<file path="src/rtl/osc_clk_supervisor.sv">
// Oscillator clock supervisor: counts MON_CLK edges over fixed CLK windows, flags good/fail, sequences fabric reset.
// Optional MIN_COUNT/MAX_COUNT extreme tracking is built when OSC_CLK_SUPERVISOR_MINMAX_EN is defined.
//
// state   | meaning
// IDLE    | disabled; flags cleared, EDGE_COUNT holds
// STARTUP | settle delay after enable, before the first window
// MEASURE | counting synchronized MON_CLK rising edges
// EVAL    | one cycle; window count judged against the tolerance band
// FAULT   | FAIL_LIMIT consecutive failing windows; waits for FORCE_RECHECK
module osc_clk_supervisor #(
  parameter int STARTUP_CYCLES = 1024,
  parameter int WINDOW_CYCLES  = 5000,
  parameter int EXP_EDGES      = 100,
  parameter int TOL_EDGES      = 5,
  parameter int FAIL_LIMIT     = 3,
  parameter int RST_HOLD       = 16
) (
  input  logic        CLK,
  input  logic        RESET_N,
  input  logic        MON_CLK,
  input  logic        ENABLE,
  input  logic        FORCE_RECHECK,
  output logic        CLK_OK,
  output logic        CLK_FAIL,
  output logic        FABRIC_RESET_N,
  output logic        MEAS_VALID,
  output logic [15:0] EDGE_COUNT,
`ifdef OSC_CLK_SUPERVISOR_MINMAX_EN
  output logic [15:0] MIN_COUNT,
  output logic [15:0] MAX_COUNT,
`endif
  output logic [2:0]  STATE
);

  localparam int ST_W   = (STARTUP_CYCLES > 1) ? $clog2(STARTUP_CYCLES) : 1;
  localparam int WIN_W  = (WINDOW_CYCLES > 1) ? $clog2(WINDOW_CYCLES) : 1;
  localparam int HOLD_W = (RST_HOLD > 1) ? $clog2(RST_HOLD) : 1;
  localparam int FAIL_W = $clog2(FAIL_LIMIT + 1);
  localparam int LO_I   = (EXP_EDGES > TOL_EDGES) ? (EXP_EDGES - TOL_EDGES) : 0;
  localparam int HI_I   = ((EXP_EDGES + TOL_EDGES) > 65535) ? 65535 : (EXP_EDGES + TOL_EDGES);

  localparam logic [15:0]       LO_BOUND  = 16'(LO_I);
  localparam logic [15:0]       HI_BOUND  = 16'(HI_I);
  localparam logic [ST_W-1:0]   ST_LOAD   = ST_W'(STARTUP_CYCLES - 1);
  localparam logic [WIN_W-1:0]  WIN_LOAD  = WIN_W'(WINDOW_CYCLES - 1);
  localparam logic [HOLD_W-1:0] HOLD_LOAD = HOLD_W'(RST_HOLD - 1);
  localparam logic [FAIL_W-1:0] FAIL_MAX  = FAIL_W'(FAIL_LIMIT);

  typedef enum logic [2:0] {
    S_IDLE    = 3'd0,
    S_STARTUP = 3'd1,
    S_MEASURE = 3'd2,
    S_EVAL    = 3'd3,
    S_FAULT   = 3'd4
  } state_t;

  state_t state, next_state;

  logic              mon_s1, mon_s2, mon_s3, edge_q;
  logic [15:0]       win_cnt;
  logic [ST_W-1:0]   startup_tmr;
  logic [WIN_W-1:0]  win_tmr;
  logic [HOLD_W-1:0] hold_tmr;
  logic              hold_run;
  logic [FAIL_W-1:0] fail_cnt;
  logic [FAIL_W-1:0] fail_cnt_inc;
  logic              win_pass;
  logic              eval_now;

  assign fail_cnt_inc = fail_cnt + FAIL_W'(1);
  assign win_pass     = (win_cnt >= LO_BOUND) && (win_cnt <= HI_BOUND);

  // Two-flop synchronizer, then a registered rising-edge detect: an edge reaches the counter 3 cycles after sampling.
  always_ff @(posedge CLK or negedge RESET_N) begin
    if (!RESET_N) begin
      mon_s1 <= 1'b0;
      mon_s2 <= 1'b0;
      mon_s3 <= 1'b0;
      edge_q <= 1'b0;
    end else begin
      mon_s1 <= MON_CLK;
      mon_s2 <= mon_s1;
      mon_s3 <= mon_s2;
      edge_q <= mon_s2 & ~mon_s3;
    end
  end

  // Counter only runs in MEASURE; it is read during EVAL and cleared everywhere else.
  always_ff @(posedge CLK or negedge RESET_N) begin
    if (!RESET_N) begin
      win_cnt <= '0;
    end else if (state == S_MEASURE) begin
      if (edge_q && (win_cnt != 16'hFFFF)) win_cnt <= win_cnt + 16'd1;
    end else begin
      win_cnt <= '0;
    end
  end

  always_ff @(posedge CLK or negedge RESET_N) begin
    if (!RESET_N) begin
      startup_tmr <= '0;
      win_tmr     <= '0;
    end else begin
      if (state != S_STARTUP)       startup_tmr <= ST_LOAD;
      else if (startup_tmr != '0)   startup_tmr <= startup_tmr - ST_W'(1);
      if (state != S_MEASURE)       win_tmr <= WIN_LOAD;
      else if (win_tmr != '0)       win_tmr <= win_tmr - WIN_W'(1);
    end
  end

  always_ff @(posedge CLK or negedge RESET_N) begin
    if (!RESET_N) state <= S_IDLE;
    else          state <= next_state;
  end

  always_comb begin
    next_state = state;
    if (!ENABLE) begin
      next_state = S_IDLE;
    end else begin
      case (state)
        S_IDLE:    next_state = S_STARTUP;
        S_STARTUP: if (startup_tmr == '0) next_state = S_MEASURE;
        S_MEASURE: if (win_tmr == '0) next_state = S_EVAL;
        S_EVAL:    next_state = (!win_pass && (fail_cnt_inc == FAIL_MAX)) ? S_FAULT : S_MEASURE;
        S_FAULT:   if (FORCE_RECHECK) next_state = S_STARTUP;
        default:   next_state = S_IDLE;
      endcase
    end
  end

  always_comb begin
    STATE    = state;
    CLK_FAIL = (state == S_FAULT);
    eval_now = (state == S_EVAL);
  end

  // A late assignment in the ENABLE/EVAL/FAULT branches overrides the hold countdown in the same cycle.
  always_ff @(posedge CLK or negedge RESET_N) begin
    if (!RESET_N) begin
      CLK_OK         <= 1'b0;
      FABRIC_RESET_N <= 1'b0;
      MEAS_VALID     <= 1'b0;
      EDGE_COUNT     <= '0;
      fail_cnt       <= '0;
      hold_tmr       <= '0;
      hold_run       <= 1'b0;
    end else begin
      MEAS_VALID <= 1'b0;
      if (hold_run) begin
        if (hold_tmr == '0) begin
          FABRIC_RESET_N <= 1'b1;
          hold_run       <= 1'b0;
        end else begin
          hold_tmr <= hold_tmr - HOLD_W'(1);
        end
      end
      if (!ENABLE) begin
        CLK_OK         <= 1'b0;
        FABRIC_RESET_N <= 1'b0;
        fail_cnt       <= '0;
        hold_run       <= 1'b0;
      end else if (eval_now) begin
        MEAS_VALID <= 1'b1;
        EDGE_COUNT <= win_cnt;
        if (win_pass) begin
          fail_cnt <= '0;
          CLK_OK   <= 1'b1;
          if (!CLK_OK) begin
            hold_tmr <= HOLD_LOAD;
            hold_run <= 1'b1;
          end
        end else begin
          CLK_OK         <= 1'b0;
          FABRIC_RESET_N <= 1'b0;
          hold_run       <= 1'b0;
          fail_cnt       <= fail_cnt_inc;
        end
      end else if (state == S_FAULT) begin
        CLK_OK         <= 1'b0;
        FABRIC_RESET_N <= 1'b0;
        hold_run       <= 1'b0;
        if (FORCE_RECHECK) fail_cnt <= '0;
      end
    end
  end

`ifdef OSC_CLK_SUPERVISOR_MINMAX_EN
  always_ff @(posedge CLK or negedge RESET_N) begin
    if (!RESET_N) begin
      MIN_COUNT <= 16'hFFFF;
      MAX_COUNT <= '0;
    end else if ((state == S_IDLE) && (next_state != S_IDLE)) begin
      MIN_COUNT <= 16'hFFFF;
      MAX_COUNT <= '0;
    end else if (ENABLE && eval_now) begin
      if (win_cnt < MIN_COUNT) MIN_COUNT <= win_cnt;
      if (win_cnt > MAX_COUNT) MAX_COUNT <= win_cnt;
    end
  end
`endif

endmodule
</file>
<file path="config.mk">
export PLATFORM = sky130hd
export DESIGN_NAME = osc_clk_supervisor
export DESIGN_NICKNAME = d
export VERILOG_FILES = /design/src/rtl/osc_clk_supervisor.sv
export SDC_FILE = /design/constraint.sdc
export NUM_CORES = 1
export LEC_CHECK = 0
export CORE_ASPECT_RATIO = 1.5
export CORE_UTILIZATION = 45
export DETAILED_ROUTE_END_ITERATION = 12
export SYNTH_ARGS = -nofsm -noshare
export SYNTH_HDL_FRONTEND = slang
export SYNTH_SLANG_ARGS = --single-unit
</file>
<file path="constraint.sdc">
create_clock -name CLK -period 2.35 [get_ports CLK]
set_input_delay 0.5875 -clock CLK [delete_from_list [all_inputs] [get_ports CLK]]
set_output_delay 0.5875 -clock CLK [all_outputs]
set_load 0.01 [all_outputs]
</file>
### After elaboration in Yosys (flattened, before gate mapping)

Cells that the tools add are included.

* register bits: 72
* input port bits: 5
* logic and storage cells: 95

* $add $sub $neg: 5
* magnitude comparators: 2
* equal/unequal tests: 14
* muxes and demuxes: 42
* bitwise gates (word level): 2
* reduce and logical (&&, ||, !) cells: 15

Operators with widths (count)
* 16-bit 2-to-1 mux: 2
* 13-bit 2-to-1 mux: 2
* 4-bit 2-to-1 mux: 6
* 10-bit 2-to-1 mux: 2
* 1-bit 2-to-1 mux: 19
* 16-bit by 1-bit adder with 16-bit output (second input constant): 1
* 16-bit by 7-bit greater-or-equal comparator with 1-bit output (second input constant): 1
* 16-bit by 7-bit less-or-equal comparator with 1-bit output (second input constant): 1
* 16-bit != test (second input constant): 1
* 3-bit 2-to-1 mux: 5
* 3-bit one-hot mux with 5 select lines: 1
* 13-bit zero test: 1
* 13-bit nonzero test: 1
* 13-bit by 1-bit subtractor with 13-bit output (second input constant): 1
* 10-bit zero test: 1
* 2-bit 2-to-1 mux: 5
* 10-bit nonzero test: 1
* 10-bit by 1-bit subtractor with 10-bit output (second input constant): 1
* 3-bit by 1-bit != test with 1-bit output (second input constant): 3
* 3-bit by 2-bit == test with 1-bit output (second input constant): 2
* 3-bit by 2-bit != test with 1-bit output (second input constant): 2
* 3-bit != test (second input constant): 2
* 4-bit zero test: 1
* 2-bit AND reduction: 2
* other kinds (13): 16

### Logic depth before layout (Yosys ltp)

* word-level depth: 7
* mapped depth: 6

### Least setup slack after synthesis

Ideal clock, no wire load.

* path kind: flip-flop to flip-flop
* from: register startup_tmr[0]
* to: register state[0], in the netlist STATE[0]
* library setup time: 120 ps
* data arrival time: 1685 ps
* setup slack: 545 ps
* cell stages (with the launch flop): 7
* path buffers: 0
* clock period less this slack: 1805 ps
* path through: dfrtp_1 -> inv_1 -> ha_1 -> nor2b_1 -> nand4_1 -> and4b_1 -> a31o_2

* longest elaborated chain between the ends: 3

Ends and longest elaborated chain
* start, declared: line 61 `logic [ST_W-1:0] startup_tmr;`
* start signal, assigned: line 105 `else if (startup_tmr != '0) startup_tmr <= startup_tmr - ST_W'(1);`
* 10-bit zero test: line 123 `S_STARTUP: if (startup_tmr == '0) next_state = S_MEASURE;`
* 3-bit != test (no source line)
* 3-bit AND reduction (no source line)
* end signal, assigned: line 113 `else state <= next_state;`
* end, declared: line 57 `state_t state, next_state;`

No other way between the ends.
A chain may end at the register's enable or synchronous reset.

### Worst setup path after layout

* from: register state[0], in the netlist STATE[0]
* to: output port CLK_FAIL

* longest elaborated chain between the ends: 1

Ends and longest elaborated chain
* 3-bit == test: line 134 `CLK_FAIL = (state == S_FAULT);`
* end, declared: line 24 `output logic CLK_FAIL,`

No other way between the ends.

==> out/results.tsv <==
metric	value	unit
wl_per_cell	15.46	µm
peakVddDrop	530.3	µV
dp_cells	495	
grtUsageTotal	20.55	%
cts_hold_buf	0	
cts_setup_buffers	0	
crit_buf_inv	1	
cp-endpoint	CLK_FAIL	
path_class	register to output pin	
cts_buffers	9	
critPathRequiredTime	1.76	ns
grt-ovfl-total	0	
yosysUniqueCellTypes	66	
drv_cap	0	
grt_max_degree	73	
grt_pass1_wl	14070	µm
num_vias	2904	
synth_top_cell_by_area	dfrtp_1	
hpwl	5272	µm
powerDensity	723.5	mW/mm²
antenna_cells	0	
setup_tns	0	ns
holdCritPathClass	input pin to asynchronous set/reset pin	
synth_area_per_cell	10.08	µm²
min_period	2.211	ns
slowest_stage	clkdlybuf4s50_1	
fmax	452.2	MHz
path_depth	2	
drt_iter0_markers	145	
vias_per_cell	5.683	
synthSimpleGateAreaFrac	22.94	%
synth_flop_cell	dfrtp_1	
max_stage_delay	0.56	ns
num_rows	40	
dieArea	0.008616	mm²
crit_start	STATE[0]$_DFFE_PN0P_	
syn_nets	380	
start_kind	register	
critPathMaxFanout	12	
yosys-mux-area-fraction	5.533	%
wl	7899	µm
r2r-start	win_cnt[0]$_DFFE_PN0P_	
fin_crit_sh	94.09	%
dieWidth	76.12	µm
outcome	completed	
slew_violations	0	
path_clk_slew	0.05	ns
fin_cells	511	
drive_gt1_share	13.55	%
fin_nets	413	
crit_chain	nor3b_2 > clkdlybuf4s50_1	
synthCells	368	
synth_enable_flop_cells	0	
cts.sinks	72	
grt_pass1_vias	2993	
postRouteAntennaNets	0	
critPathTopFamily	buffers and inverters	
p_leak	1.804	nW
synth_fa_ha_area_share	2.362	%
synth_xor_xnor_area_share	0.7085	%
synth_top_family_by_area	simple AND/OR/NAND/NOR gates	
rsz0062_at_grt	false	
drc	0	
io_pins	28	
finalHoldViolCount	0	
synth_top_area_share	48.58	%
htreeDepth	3	
dr.pass1.iters	4	
synth_compound_area_share	16.63	%
setup_viol	0	
synth_warnings	0	
synth-seq-cells	72	
slew_headroom	55.17	%
antenna_found_initial	0	
end_kind	output pin	
routabilityCongestion	0.8150	
cts_tree	built	
design.core.area	0.008008	mm²
synth_top_cells_by_area	dfrtp_1 49%, mux2_2 3.6%, a21oi_1 2.8%	
synth_area	0.003709	mm²
r2r_cells	6	
start_util	46.31	%
arrival	1.62	ns
fin_skew	0.004947	ns
port_buffers	27	
dieHeight	113.2	µm
clockRootBuffer	clkbuf_16	
timing.rr.end	win_cnt[1]$_DFFE_PN0P_	
postSynth.asyncResetShare	100.0	%
clkLatencyLatePin	0.33	ns
synth_seq_area_share	48.58	%
area_delta_synth_final	19.64	%
worst_slew_pin_slew	0.6663	ns
clockBufferDepth	2	
fill_cells	735	
ff2ff_setup_slack	0.31	ns
## sequential cells by signal (all words and copies together), names as in the netlist, 2 cells and up
register / cells
hold_tmr: 4
EDGE_COUNT: 16
win_cnt: 16
fail_cnt: 2
win_tmr: 13
startup_tmr: 10
STATE: 3
## per-layer routing
metal	GRT usage [%]	part of all wire, %
met5	0	0
met4	10.13	2.4
met3	3.306	2.2
met2	34.91	48
met1	25.43	47
## layout by cell type (no fill, tap or decap), types with 3 or more instances in the layout
cell,Yosys,final
a211oi_1,5,5
a21oi_1,21,21
a31o_2,3,3
a31oi_1,4,4
and3_1,8,8
and4_1,3,3
buf_4,0,8
clkbuf_16,0,9
clkdlybuf4s50_1,0,26
dfrtp_1,72,71
ha_1,7,7
inv_1,16,16
mux2_2,12,12
mux2i_1,7,7
nand2_1,25,25
nand2b_1,12,12
nand3_1,15,15
nand4_1,4,4
nor2_1,20,20
nor2b_1,5,5
nor3_1,14,14
nor4_1,3,3
o211ai_1,3,3
o21a_1,3,3
o21ai_0,21,21
o31ai_1,6,6
o41ai_1,3,3
or2_2,3,3
or3_1,6,6
or4_1,5,5
xnor2_1,3,3
## cells in the mapped netlist (3+ instances only)
| library cell | instances |
|---|---|
| o31ai_1 | 6 |
| buf_2 | 6 |
| or2_2 | 3 |
| dfrtp_1 | 72 |
| or4_1 | 5 |
| a31o_2 | 3 |
| nor4_1 | 3 |
| nor2b_1 | 5 |
| inv_1 | 16 |
| nor3b_1 | 4 |
| nand3_1 | 15 |
| ha_1 | 7 |
| a31oi_1 | 4 |
| o21ai_0 | 21 |
| nor3_1 | 14 |
| o41ai_1 | 3 |
| nand4_1 | 4 |
| o21a_1 | 3 |
| or3_1 | 6 |
| clkbuf_1 | 6 |
| and4_1 | 3 |
| nand2_1 | 25 |
| nand2b_1 | 12 |
| mux2_2 | 12 |
| a21oi_1 | 21 |
| nor2_1 | 20 |
| o211ai_1 | 3 |
| mux2i_1 | 7 |
| xnor2_1 | 3 |
| and3_1 | 8 |
| a211oi_1 | 5 |
## cells by family (layout without fill, tap and decap cells)
logic type               count (synthesis)  count (layout)
AO/OA/AOI/OAI                           91              91
XOR/XNOR                                 3               3
adder cells (fa/ha/maj)                  7               7
buffers and inverters                   30              68
flip-flops                              72              72
multiplexers                            19              19
AND/OR/NAND/NOR                        146             146
## area by class of cell
type                            count  area, µm²  share of cell area (%)
Multi-Input combinational cell    266       1797                   40.50
Inverter                           16      60.06                   1.354
Sequential cell                    72       1803                   40.64
Timing Repair Buffer               36      345.3                   7.783
Clock inverter                      3      40.04                  0.9024
Tap cell                          105      131.4                   2.961
Clock buffer                       13      260.3                   5.866
## where the power goes
part,switching [W],total (W),internal [W]
Sequential,0.0000778,0.00138,0.00130
Combinational,0.000259,0.000454,0.000195
Clock,0.000502,0.00138,0.000877
Total,0.000838,0.00321,0.00237
## metrics by stage
step / setup slack [ns] / util [%] / power (W) / cell area [µm²] / hold slack (ns)
floorplan: 0.5448 / - / 0.001691 / 3709 / 0.2919
global placement: 0.2881 / 51.58 / 0.001854 / 4130 / 0.3513
detailed placement: 0.2764 / 51.58 / 0.001862 / 4130 / 0.3478
CTS: 0.003774 / 55.34 / 0.003255 / 4432 / 0.2978
global route: 0.06652 / 55.41 / 0.003364 / 4437 / 0.3175
finish: 0.1388 / 55.41 / 0.003210 / 4437 / 0.2615
## what timing repair did
action | in CTS | in global routing
gates cloned | 0 | 0
endpoints found under the setup margin | 1 | 1
resized for setup | 1 | 1
## worst min path at each step
stage	from	depth (start not counted)	endpoint	slack, ns
final	RESET_N	2	hold_tmr[1]$_DFF_PN0_	0.26
after global routing	RESET_N	2	win_cnt[12]$_DFFE_PN0P_	0.32
after CTS	RESET_N	2	win_cnt[13]$_DFFE_PN0P_	0.30
after detailed placement	mon_s1$_DFF_PN0_	0	mon_s2$_DFF_PN0_	0.35
after global placement	mon_s1$_DFF_PN0_	0	mon_s2$_DFF_PN0_	0.35
after floorplan	RESET_N	0	CLK_OK$_DFFE_PN0P_	0.29
Note: power is estimated with default switching activity, not from simulation.
